[src/rtl/ifu_prefetch_if.sv]
// Fetch-stage bus bundle: ICache request/response, redirects, BHT update, IDU queue head.
interface ifu_prefetch_if;
  logic [31:0] ic_addr;
  logic        ic_hit;
  logic [31:0] ic_inst;
  logic        jump_flush;
  logic [31:0] jump_dnpc;
  logic        cs_flush;
  logic [31:0] cs_dnpc;
  logic        upd_valid;
  logic [31:0] upd_pc;
  logic        upd_taken;
  logic        out_valid;
  logic        out_ready;
  logic [31:0] out_pc;
  logic [31:0] out_inst;
  logic        out_pred_taken;

  // Fetch unit side
  modport master (
    output ic_addr, out_valid, out_pc, out_inst, out_pred_taken,
    input  ic_hit, ic_inst, jump_flush, jump_dnpc, cs_flush, cs_dnpc,
           upd_valid, upd_pc, upd_taken, out_ready
  );

  // Cache / pipeline / decoder side
  modport slave (
    input  ic_addr, out_valid, out_pc, out_inst, out_pred_taken,
    output ic_hit, ic_inst, jump_flush, jump_dnpc, cs_flush, cs_dnpc,
           upd_valid, upd_pc, upd_taken, out_ready
  );
endinterface

[src/rtl/ifu_prefetch.sv]
// Instruction prefetch stage: DEPTH-entry fetch queue between ICache and IDU,
// redirect handling across outstanding misses, and next-PC prediction.
// Optional feature macro IFU_BHT_EN: 2-bit-counter BHT for conditional branches;
// without it, conditional branches use static backward-taken prediction.
module ifu_prefetch #(
  parameter logic [31:0] RESET_PC    = 32'h8000_0000,
  parameter int unsigned DEPTH       = 4,
  parameter int unsigned BHT_ENTRIES = 64
) (
  input logic            clock,
  input logic            reset,
  ifu_prefetch_if.master bus
);

  localparam int unsigned PW = $clog2(DEPTH);
  localparam int unsigned CW = PW + 1;

  // Elaboration-time parameter sanity
  if (DEPTH < 2 || (DEPTH & (DEPTH - 1)) != 0 ||
      BHT_ENTRIES < 1 || (BHT_ENTRIES & (BHT_ENTRIES - 1)) != 0) begin : g_bad_param
    $error("ifu_prefetch: DEPTH and BHT_ENTRIES must be powers of two, DEPTH >= 2");
  end

  logic [31:0]   fetch_pc_q, fetch_pc_d;
  logic [31:0]   saved_pc_q, saved_pc_d;
  logic          flush_pend_q, flush_pend_d;
  logic [CW-1:0] count_q, count_d;
  logic [PW-1:0] rd_ptr_q, rd_ptr_d;
  logic [PW-1:0] wr_ptr_q, wr_ptr_d;
  logic [31:0]   q_pc_q   [DEPTH];
  logic [31:0]   q_pc_d   [DEPTH];
  logic [31:0]   q_inst_q [DEPTH];
  logic [31:0]   q_inst_d [DEPTH];
  logic          q_pred_q [DEPTH];
  logic          q_pred_d [DEPTH];

  logic [4:0]  opcode;
  logic        is_jal, is_br, br_pred, pred;
  logic [31:0] imm_j, imm_b, incr;
  logic        flush_any;
  logic [31:0] dnpc;
  logic        pop, push;

`ifdef IFU_BHT_EN
  localparam int unsigned BW = $clog2(BHT_ENTRIES);
  logic [1:0]    bht_q [BHT_ENTRIES];
  logic [1:0]    bht_d [BHT_ENTRIES];
  logic [BW-1:0] upd_idx;

  // Counter update; lookups see the registered (pre-update) value
  always_comb begin
    bht_d   = bht_q;
    upd_idx = bus.upd_pc[BW+1:2];
    if (bus.upd_valid) begin
      if (bus.upd_taken) begin
        if (bht_q[upd_idx] != 2'b11) bht_d[upd_idx] = bht_q[upd_idx] + 2'd1;
      end else begin
        if (bht_q[upd_idx] != 2'b00) bht_d[upd_idx] = bht_q[upd_idx] - 2'd1;
      end
    end
  end

  // BHT counters, weakly not-taken at reset
  always_ff @(posedge clock or posedge reset) begin
    if (reset) begin
      for (int unsigned i = 0; i < BHT_ENTRIES; i++) bht_q[i] <= 2'b01;
    end else begin
      bht_q <= bht_d;
    end
  end

  assign br_pred = bht_q[fetch_pc_q[BW+1:2]][1];
`else
  assign br_pred = bus.ic_inst[31];
`endif

  // Predecode of the returned instruction and next-PC increment
  always_comb begin
    opcode = bus.ic_inst[6:2];
    is_jal = (opcode == 5'b11011);
    is_br  = (opcode == 5'b11000);
    imm_j  = {{12{bus.ic_inst[31]}}, bus.ic_inst[19:12], bus.ic_inst[20],
              bus.ic_inst[30:21], 1'b0};
    imm_b  = {{20{bus.ic_inst[31]}}, bus.ic_inst[7], bus.ic_inst[30:25],
              bus.ic_inst[11:8], 1'b0};
    pred   = is_jal | (is_br & br_pred);
    if (is_jal)                incr = imm_j;
    else if (is_br && br_pred) incr = imm_b;
    else                       incr = 32'd4;
  end

  assign flush_any = bus.cs_flush | bus.jump_flush;
  assign dnpc      = bus.cs_flush ? bus.cs_dnpc : bus.jump_dnpc;
  assign pop       = bus.out_valid & bus.out_ready;
  assign push      = bus.ic_hit & ~flush_any & ~flush_pend_q &
                     ((count_q < CW'(DEPTH)) | pop);

  // Fetch PC, redirect tracking and queue bookkeeping
  always_comb begin
    fetch_pc_d   = fetch_pc_q;
    saved_pc_d   = saved_pc_q;
    flush_pend_d = flush_pend_q;
    count_d      = count_q;
    rd_ptr_d     = rd_ptr_q;
    wr_ptr_d     = wr_ptr_q;
    q_pc_d       = q_pc_q;
    q_inst_d     = q_inst_q;
    q_pred_d     = q_pred_q;

    if (flush_any) begin
      count_d  = '0;
      rd_ptr_d = '0;
      wr_ptr_d = '0;
      if (bus.ic_hit) begin
        fetch_pc_d   = dnpc;
        flush_pend_d = 1'b0;
      end else begin
        flush_pend_d = 1'b1;
        saved_pc_d   = dnpc;
      end
    end else begin
      // Hit returning for a superseded address is dropped
      if (flush_pend_q && bus.ic_hit) begin
        fetch_pc_d   = saved_pc_q;
        flush_pend_d = 1'b0;
      end else if (push) begin
        fetch_pc_d = fetch_pc_q + incr;
      end

      if (push) begin
        q_pc_d[wr_ptr_q]   = fetch_pc_q;
        q_inst_d[wr_ptr_q] = bus.ic_inst;
        q_pred_d[wr_ptr_q] = pred;
        wr_ptr_d           = wr_ptr_q + PW'(1);
      end
      if (pop) rd_ptr_d = rd_ptr_q + PW'(1);

      if (push && !pop)      count_d = count_q + CW'(1);
      else if (pop && !push) count_d = count_q - CW'(1);
    end
  end

  // State registers
  always_ff @(posedge clock or posedge reset) begin
    if (reset) begin
      fetch_pc_q   <= RESET_PC;
      saved_pc_q   <= '0;
      flush_pend_q <= 1'b0;
      count_q      <= '0;
      rd_ptr_q     <= '0;
      wr_ptr_q     <= '0;
      for (int unsigned i = 0; i < DEPTH; i++) begin
        q_pc_q[i]   <= '0;
        q_inst_q[i] <= '0;
        q_pred_q[i] <= 1'b0;
      end
    end else begin
      fetch_pc_q   <= fetch_pc_d;
      saved_pc_q   <= saved_pc_d;
      flush_pend_q <= flush_pend_d;
      count_q      <= count_d;
      rd_ptr_q     <= rd_ptr_d;
      wr_ptr_q     <= wr_ptr_d;
      q_pc_q       <= q_pc_d;
      q_inst_q     <= q_inst_d;
      q_pred_q     <= q_pred_d;
    end
  end

  assign bus.ic_addr        = fetch_pc_q;
  assign bus.out_valid      = (count_q != '0) & ~flush_any;
  assign bus.out_pc         = q_pc_q[rd_ptr_q];
  assign bus.out_inst       = q_inst_q[rd_ptr_q];
  assign bus.out_pred_taken = q_pred_q[rd_ptr_q];

endmodule
[src/flat_wrapper.sv]
// flat-port wrapper written by rule: the top's interface ports become plain ports
module ifu_prefetch_flat 
#(
  parameter logic [31:0] RESET_PC    = 32'h8000_0000,
  parameter int unsigned DEPTH       = 4,
  parameter int unsigned BHT_ENTRIES = 64
)
  (clock, reset, bus_ic_addr, bus_out_valid, bus_out_pc, bus_out_inst, bus_out_pred_taken, bus_ic_hit, bus_ic_inst, bus_jump_flush, bus_jump_dnpc, bus_cs_flush, bus_cs_dnpc, bus_upd_valid, bus_upd_pc, bus_upd_taken, bus_out_ready);
  ifu_prefetch_if bus_i ();
  input logic clock;
  input logic reset;
  output wire logic [$bits(bus_i.ic_addr)-1:0] bus_ic_addr;
  output wire logic [$bits(bus_i.out_valid)-1:0] bus_out_valid;
  output wire logic [$bits(bus_i.out_pc)-1:0] bus_out_pc;
  output wire logic [$bits(bus_i.out_inst)-1:0] bus_out_inst;
  output wire logic [$bits(bus_i.out_pred_taken)-1:0] bus_out_pred_taken;
  input wire logic [$bits(bus_i.ic_hit)-1:0] bus_ic_hit;
  input wire logic [$bits(bus_i.ic_inst)-1:0] bus_ic_inst;
  input wire logic [$bits(bus_i.jump_flush)-1:0] bus_jump_flush;
  input wire logic [$bits(bus_i.jump_dnpc)-1:0] bus_jump_dnpc;
  input wire logic [$bits(bus_i.cs_flush)-1:0] bus_cs_flush;
  input wire logic [$bits(bus_i.cs_dnpc)-1:0] bus_cs_dnpc;
  input wire logic [$bits(bus_i.upd_valid)-1:0] bus_upd_valid;
  input wire logic [$bits(bus_i.upd_pc)-1:0] bus_upd_pc;
  input wire logic [$bits(bus_i.upd_taken)-1:0] bus_upd_taken;
  input wire logic [$bits(bus_i.out_ready)-1:0] bus_out_ready;
  assign bus_ic_addr = bus_i.ic_addr;
  assign bus_out_valid = bus_i.out_valid;
  assign bus_out_pc = bus_i.out_pc;
  assign bus_out_inst = bus_i.out_inst;
  assign bus_out_pred_taken = bus_i.out_pred_taken;
  assign bus_i.ic_hit = bus_ic_hit;
  assign bus_i.ic_inst = bus_ic_inst;
  assign bus_i.jump_flush = bus_jump_flush;
  assign bus_i.jump_dnpc = bus_jump_dnpc;
  assign bus_i.cs_flush = bus_cs_flush;
  assign bus_i.cs_dnpc = bus_cs_dnpc;
  assign bus_i.upd_valid = bus_upd_valid;
  assign bus_i.upd_pc = bus_upd_pc;
  assign bus_i.upd_taken = bus_upd_taken;
  assign bus_i.out_ready = bus_out_ready;
  ifu_prefetch #(.RESET_PC(RESET_PC), .DEPTH(DEPTH), .BHT_ENTRIES(BHT_ENTRIES)) u_core (.clock(clock), .reset(reset), .bus(bus_i));
endmodule
[config.mk]
export PLATFORM = sky130hd
export DESIGN_NAME = ifu_prefetch_flat
export DESIGN_NICKNAME = d
export VERILOG_FILES = /design/src/rtl/ifu_prefetch_if.sv /design/src/rtl/ifu_prefetch.sv /design/src/flat_wrapper.sv
export SDC_FILE = /design/constraint.sdc
export NUM_CORES = 1
export LEC_CHECK = 0
export CORE_UTILIZATION = 45
export CTS_CLUSTER_DIAMETER = 60
export DETAILED_ROUTE_END_ITERATION = 6
export DONT_BUFFER_PORTS = 1
export MAX_ROUTING_LAYER = met4
export PLACE_DENSITY = 0.63
export SETUP_SLACK_MARGIN = 0.02
export SKIP_LAST_GASP = 1
export SLEW_MARGIN = 20
export SYNTH_ARGS = -nofsm -noshare
export SYNTH_HDL_FRONTEND = slang
export SYNTH_SLANG_ARGS = --single-unit
export TNS_END_PERCENT = 100
[constraint.sdc]
create_clock -name clock -period 12.93 [get_ports clock]
set_input_delay 2.586 -clock clock [delete_from_list [all_inputs] [get_ports clock]]
set_output_delay 2.586 -clock clock [all_outputs]
set_load 0.1 [all_outputs]
; ---- Word-level counts from Yosys, hierarchy flattened
; Cells that the tools add are included.
[word_totals]
out_inout_bits = 98
elab_cells = 93
ff_bits = 332
input_bits = 136
[op_classes]
n_eq_ne = 3
bitwise_logic = 14
order_cmp = 4
reduce_logical = 16
muxes = 33
add_sub_neg = 5
[op_table]
columns = cell, count
row1 = 32-bit 2-to-1 mux, 12
row2 = 128-bit bitwise mux, 2
row3 = 32-bit binary-select mux with 2-bit select, 2
row4 = 32-bit demux with 2-bit select, 1
row5 = 32-bit adder, 1
row6 = "5-bit equality test, second input constant", 2
row7 = 3-bit 2-to-1 mux, 3
row8 = 3-bit nonzero test, 3
row9 = 2-bit 2-to-1 mux, 4
row10 = 1-bit AND, 6
row11 = "3-bit >= comparator, second input constant", 2
row12 = 1-bit 2-to-1 mux, 6
row13 = 2-bit inverter with 3-bit output, 2
row14 = 2-bit AND reduction, 3
row15 = 2-bit nonzero test, 3
row16 = 1-bit logical AND, 5
row17 = "2-bit by 1-bit adder with 2-bit output, second input constant", 2
row18 = 4-bit bitwise mux, 1
row19 = "3-bit by 1-bit adder with 3-bit output, second input constant", 1
row20 = "3-bit by 1-bit < comparator with 1-bit output, second input constant", 1
row21 = "3-bit < comparator, second input constant", 1
row22 = 1-bit inverter, 3
row23 = 1-bit OR, 3
row24 = "3-bit by 1-bit subtractor with 3-bit output, second input constant", 1
row25 = 4 further kinds, 5

; ---- Depth between registers and ports, before layout
[logic_depth]
ltp_word = 11
depth_mapped = 17
mapped_depth_nobuf = 16

; ---- Worst setup path before layout
; OpenSTA, ideal clock, no wires.
[synth_path]
kind = input -> output
startpoint = input bus_cs_flush
endpoint = output bus_out_valid
required_ns = 10.344
setup_slack_ns = 5.772
t_arrival_ns = 4.572
path_stages = 3
n_path_buf = 1
cell_sequence = or2_1 buf_2 a31oi_1
[synth_between]
elab_chain_len = 3
[synth_lines]
columns = element, line
row1 = start: declaration, flat_wrapper.sv:21  ; input wire logic [$bits(bus_i.cs_flush)-1:0] bus_cs_flush;
row2 = 1-bit OR, ifu_prefetch.sv:92  ; assign flush_any = bus.cs_flush | bus.jump_flush;
row3 = 1-bit inverter (no source line), --
row4 = 1-bit AND, ifu_prefetch.sv:171  ; assign bus.out_valid = (count_q != '0) & ~flush_any;
row5 = end: declaration, flat_wrapper.sv:13  ; output wire logic [$bits(bus_i.out_valid)-1:0] bus_out_valid;
; Every way passes these cells.

; ---- Final worst setup path
[layout_path]
startpoint = input bus_ic_inst[6]
endpoint = register u_core.fetch_pc_q[31] (netlist: u_core.bus.ic_addr[31])
[layout_between]
elab_chain_len = 8
word_cells_on_any_way = 9
classes_between = add/sub (1) / eq/ne (2) / mux (5) / reduce/logical (1)
[layout_lines]
columns = element, line
row1 = start: declaration, flat_wrapper.sv:18  ; input wire logic [$bits(bus_i.ic_inst)-1:0] bus_ic_inst;
row2 = 5-bit equality test, ifu_prefetch.sv:81  ; is_br = (opcode == 5'b11000);
row3 = 1-bit logical AND, ifu_prefetch.sv:88  ; else if (is_br && br_pred) incr = imm_b;
row4 = 32-bit 2-to-1 mux, ifu_prefetch.sv:88
row5 = 32-bit 2-to-1 mux (*), ifu_prefetch.sv:87  ; if (is_jal) incr = imm_j;
row6 = 32-bit adder (*), ifu_prefetch.sv:127  ; fetch_pc_d = fetch_pc_q + incr;
row7 = 32-bit 2-to-1 mux (*), ifu_prefetch.sv:126  ; end else if (push) begin
row8 = 32-bit 2-to-1 mux (*), ifu_prefetch.sv:123  ; if (flush_pend_q && bus.ic_hit) begin
row9 = 32-bit 2-to-1 mux (*), ifu_prefetch.sv:110  ; if (flush_any) begin
row10 = end signal: assignment, ifu_prefetch.sv:158  ; fetch_pc_q <= fetch_pc_d;
row11 = end: declaration, ifu_prefetch.sv:24  ; logic [31:0] fetch_pc_q, fetch_pc_d;
; Every way passes the cells marked *; elsewhere a longest branch is shown, timed or not. The select of a mux whose other input is x is not followed.
; A chain may end at the register's enable or synchronous reset.

==> summary.txt <==
Floorplan
  • Initial core utilization: 45.9%
  • Core box area: 36700 µm²
  • Chip width: 195 µm
  • I/O pin cnt: 234
  • Floorplan row count: 70
  • Height of the die: 195 µm
  • Die Footprint: 38200 µm²

Power
  • Design Power: 3.21 mW
  • Logic pwr share: 24.3%
  • Pwr/cell area: 172 nW/µm²
  • Switching Fraction: 36.2%
  • Max VDD drop: 0.0887 mV
  • Leak: 8.71 nW
  • Fraction of power consumed by the clock network: 36.8%
  • Switch Pwr: 1.16 mW
  • Int Pwr: 2.05 mW
  • Share of power burned in registers: 38.9%

Setup path
  • Crit path launch type: input pin
  • Worst r2r path cells: 11
  • Slowest cell on crit path: nand3_1
  • Critical path arrival: 7.11 ns
  • WP depth: 16
  • Worst Path Required: 13.38 ns
  • WP buf/inv: 0
  • Top delay family on crit path: simple AND/OR/NAND/NOR gates
  • Flop2flop setup slack: 9.16 ns
  • CP Cell Sequence: nand2_1 > nor2_1 > nand3_1 > mux2i_1 > nor2_1 > ha_1 > fa_1 > a211oi_2 > o21bai_1 > a22oi_2 > nand2_1 > a221oi_2 > a31oi_1 > and4_1 > o31ai_1 > o21ai_1
  • Setup CP Type: input pin to flop
  • Critical Path Max Stage Delay: 0.67 ns
  • Setup crit end kind: flop
  • Crit path max fanout: 12

Clock tree
  • CTS root buf: clkbuf_16
  • CTS Hold Buffers Added: 0
  • H-tree Lvls: 2
  • TritonCTS buffer count: 41
  • CTS tree: done
  • Clock Pin Slew Worst Setup and Hold Paths: 0.06 ns
  • CTS Buffer Depth: 3
  • Clk Latency, worst-skew pair: 0.55 ns
  • Clock sink count: 332
  • Gates resized, CTS repair: 0
  • # Post-CTS Setup Buffers: 0

Placement
  • IO buf count: 0
  • Area post-placement: 17200 µm²
  • HPWL Detailed: 27500 µm
  • Placer Congestion: 0.897

Logic synthesis
  • Synthesized instance count: 1312
  • Syn Std Cell Area: 16800 µm²
  • Post-Synthesis Net Count: 1485
  • YS warnings: 0
  • Main synth FF type: dfrtp_1
  • Yosys top cell by area: dfrtp_1
  • Post-synthesis register bit count: 332
  • Post-synth EDFFs: 0
  • Post-synthesis sequential area ratio: 49.4%
  • Synth unique cells: 67
  • Avg Inst Size Synth: 12.8 µm²
  • Post-synth top area share: 49.2%
  • Synth top area cells: dfrtp_1 49%, mux2_2 14%, mux4_2 8.7%
  • Most numerous cell in the Yosys netlist: dfrtp_1
  • Post-synth ARST share: 100%
  • Most frequent cells after synthesis: 331 x dfrtp_1, 211 x mux2_2, 91 x nand2_1, 75 x o21ai_0

Hold path
  • WHS Path Cells: 2
  • Worst hold path class: flop to flop

STA
  • Slew headroom: 23.9%
  • Setup Viol. Count Final: 0
  • Fin crit period: 6.66 ns
  • Final setup TNS: 0 ns
  • RSZ-0062 raised after global routing: false
  • Slew Viols, Final: 0
  • Peak Freq: 0.150 GHz
  • Crit share post-route: 51.5%
  • Measured slew at the worst slew-check pin: 1.14 ns
  • Skew final: 0.0138 ns
  • Final Hold Fails: 0

GRT
  • First-pass GRT wire length: 65300 µm
  • Grt ovf: 0
  • Initial antenna violation count: 0
  • Total track usage: 23.2%
  • Maximum number of pins on one net before global-route repair: 135
  • Vias in the first global route: 10956

Route
  • Number of remaining DRC errors: 0
  • Routed WL: 41300 µm
  • 1st-iter DRT viols: 575
  • Drt pass-1 iters: 5
  • Routed Antenna Nets: 0
  • DR vias: 10552
  • Via density per instance: 5.86
  • Wirelength per Cell: 23.0 µm

Cells and area
  • # diodes: 0
  • Layout cells sized above 1: 30.4%
  • Layout net count: 1475
  • Post-Layout Inst Area: 18700 µm²
  • Syn-to-layout area delta: 11.1%

Run status
  • Status: complete, no violations

Run
  • Max Cap Violations: 0
-- per-stage QoR --
| step | setup slack, ns | hold slack [ns] | util [%] | instances |
|---|---|---|---|---|
| after detailed placement | 5.67 | 0.470 | 47.0 | 1726 |
| after floorplan | 1.15 | 0.445 | - | 1312 |
| after global placement | 5.73 | 0.462 | 47.0 | 1726 |
| after global routing | 5.92 | 0.491 | 51.0 | 1800 |
| final | 6.27 | 0.479 | 51.0 | 1800 |
| after CTS | 6.26 | 0.482 | 50.9 | 1799 |
-- cells in the final DEF, fill, tap and decap left out, drive strengths merged, types with 4 or more instances in the layout --
cell type and count:
a21oi 67, a221oi 4, and3 8, xor2 16, nor3 8, mux2i 30, and2 5, o31ai 6
mux2 270, bufinv 4, o21ai 83, ha 35, a31oi 8, o21bai 10, mux4 65, o211ai 10
clkbuf 60, a22o 5, nand2b 4, xnor2 12, a211oi 11, nand2 94, nor3b 4, dfrtp 331
buf 29, nor2 62, nand3 21, inv 19, clkinv 5, a21o 9
-- worst paths after layout --
| path | start | to |
|---|---|---|
| worst min-delay path | u_core.saved_pc_q[17]$_DFFE_PP0P_ | u_core.saved_pc_q[17]$_DFFE_PP0P_ |
| worst max register to register | u_core.bus.ic_addr[1]$_DFFE_PP0P_ | u_core.bus.ic_addr[31]$_DFFE_PP1P_ |
| worst max-delay path | bus_ic_inst[6] | u_core.bus.ic_addr[31]$_DFFE_PP1P_ |
| worst min register to register | u_core.saved_pc_q[17]$_DFFE_PP0P_ | u_core.saved_pc_q[17]$_DFFE_PP0P_ |
| min in group asynchronous | reset | u_core.q_inst_q[106]$_DFFE_PP0P_ |
| max in group asynchronous | reset | u_core.q_pc_q[108]$_DFFE_PP0P_ |
-- worst register-to-register path: cells and delay by family (launching register included) --
family | cells | cell delay (ns)
AO/OA/AOI/OAI | 7 | 1.53
adder cells (fa/ha/maj) | 2 | 0.93
flip-flops | 1 | 0.80
AND/OR/NAND/NOR | 2 | 0.41
-- state kept, by name, summed over array words and instances (netlist names) --
name and count:
u_core.bus.ic_addr 32, u_core.count_q 3, u_core.flush_pend_q 1, u_core.q_inst_q 128
u_core.q_pc_q 128, u_core.q_pred_q 4, u_core.rd_ptr_q 2, u_core.saved_pc_q 32
u_core.wr_ptr_q 2
-- power groups by stage --
stage               registers, mW  clock network, mW  logic [mW]
finish                       1.25               1.18       0.780
global route                 1.26               1.26       0.815
CTS                          1.25               1.22       0.786
detailed placement           1.27                  0       0.785
global placement             1.27                  0       0.777
floorplan                    1.30                  0       0.660
-- logic make-up after synthesis --
group / synth area share (%)
AO/OA/AOI/OAI: 8.84
adder cells (fa/ha/maj): 2.84
buffers and inverters: 3.02
multiplexers: 28.5
AND/OR/NAND/NOR: 5.96
flip-flops: 49.4
XOR/XNOR: 1.46
-- per-layer routing --
metal	track usage (%)	routed length, µm	vias to the layer above
met5	-	0	-
met4	7.76	1080	0
met3	4.75	2200	58
met2	37.6	20400	230
met1	28.9	17700	5431
li1	-	-	4833
-- cell type report --
type	count	area, µm²
clock inverter	13	185
multi-input combinational	881	8070
tap	468	586
sequential	332	8320
fill	3181	18000
inverter	17	71.3
timing repair buffer	29	238
clock buffer	60	1240
No activity file was read; power rests on OpenSTA's default activity.
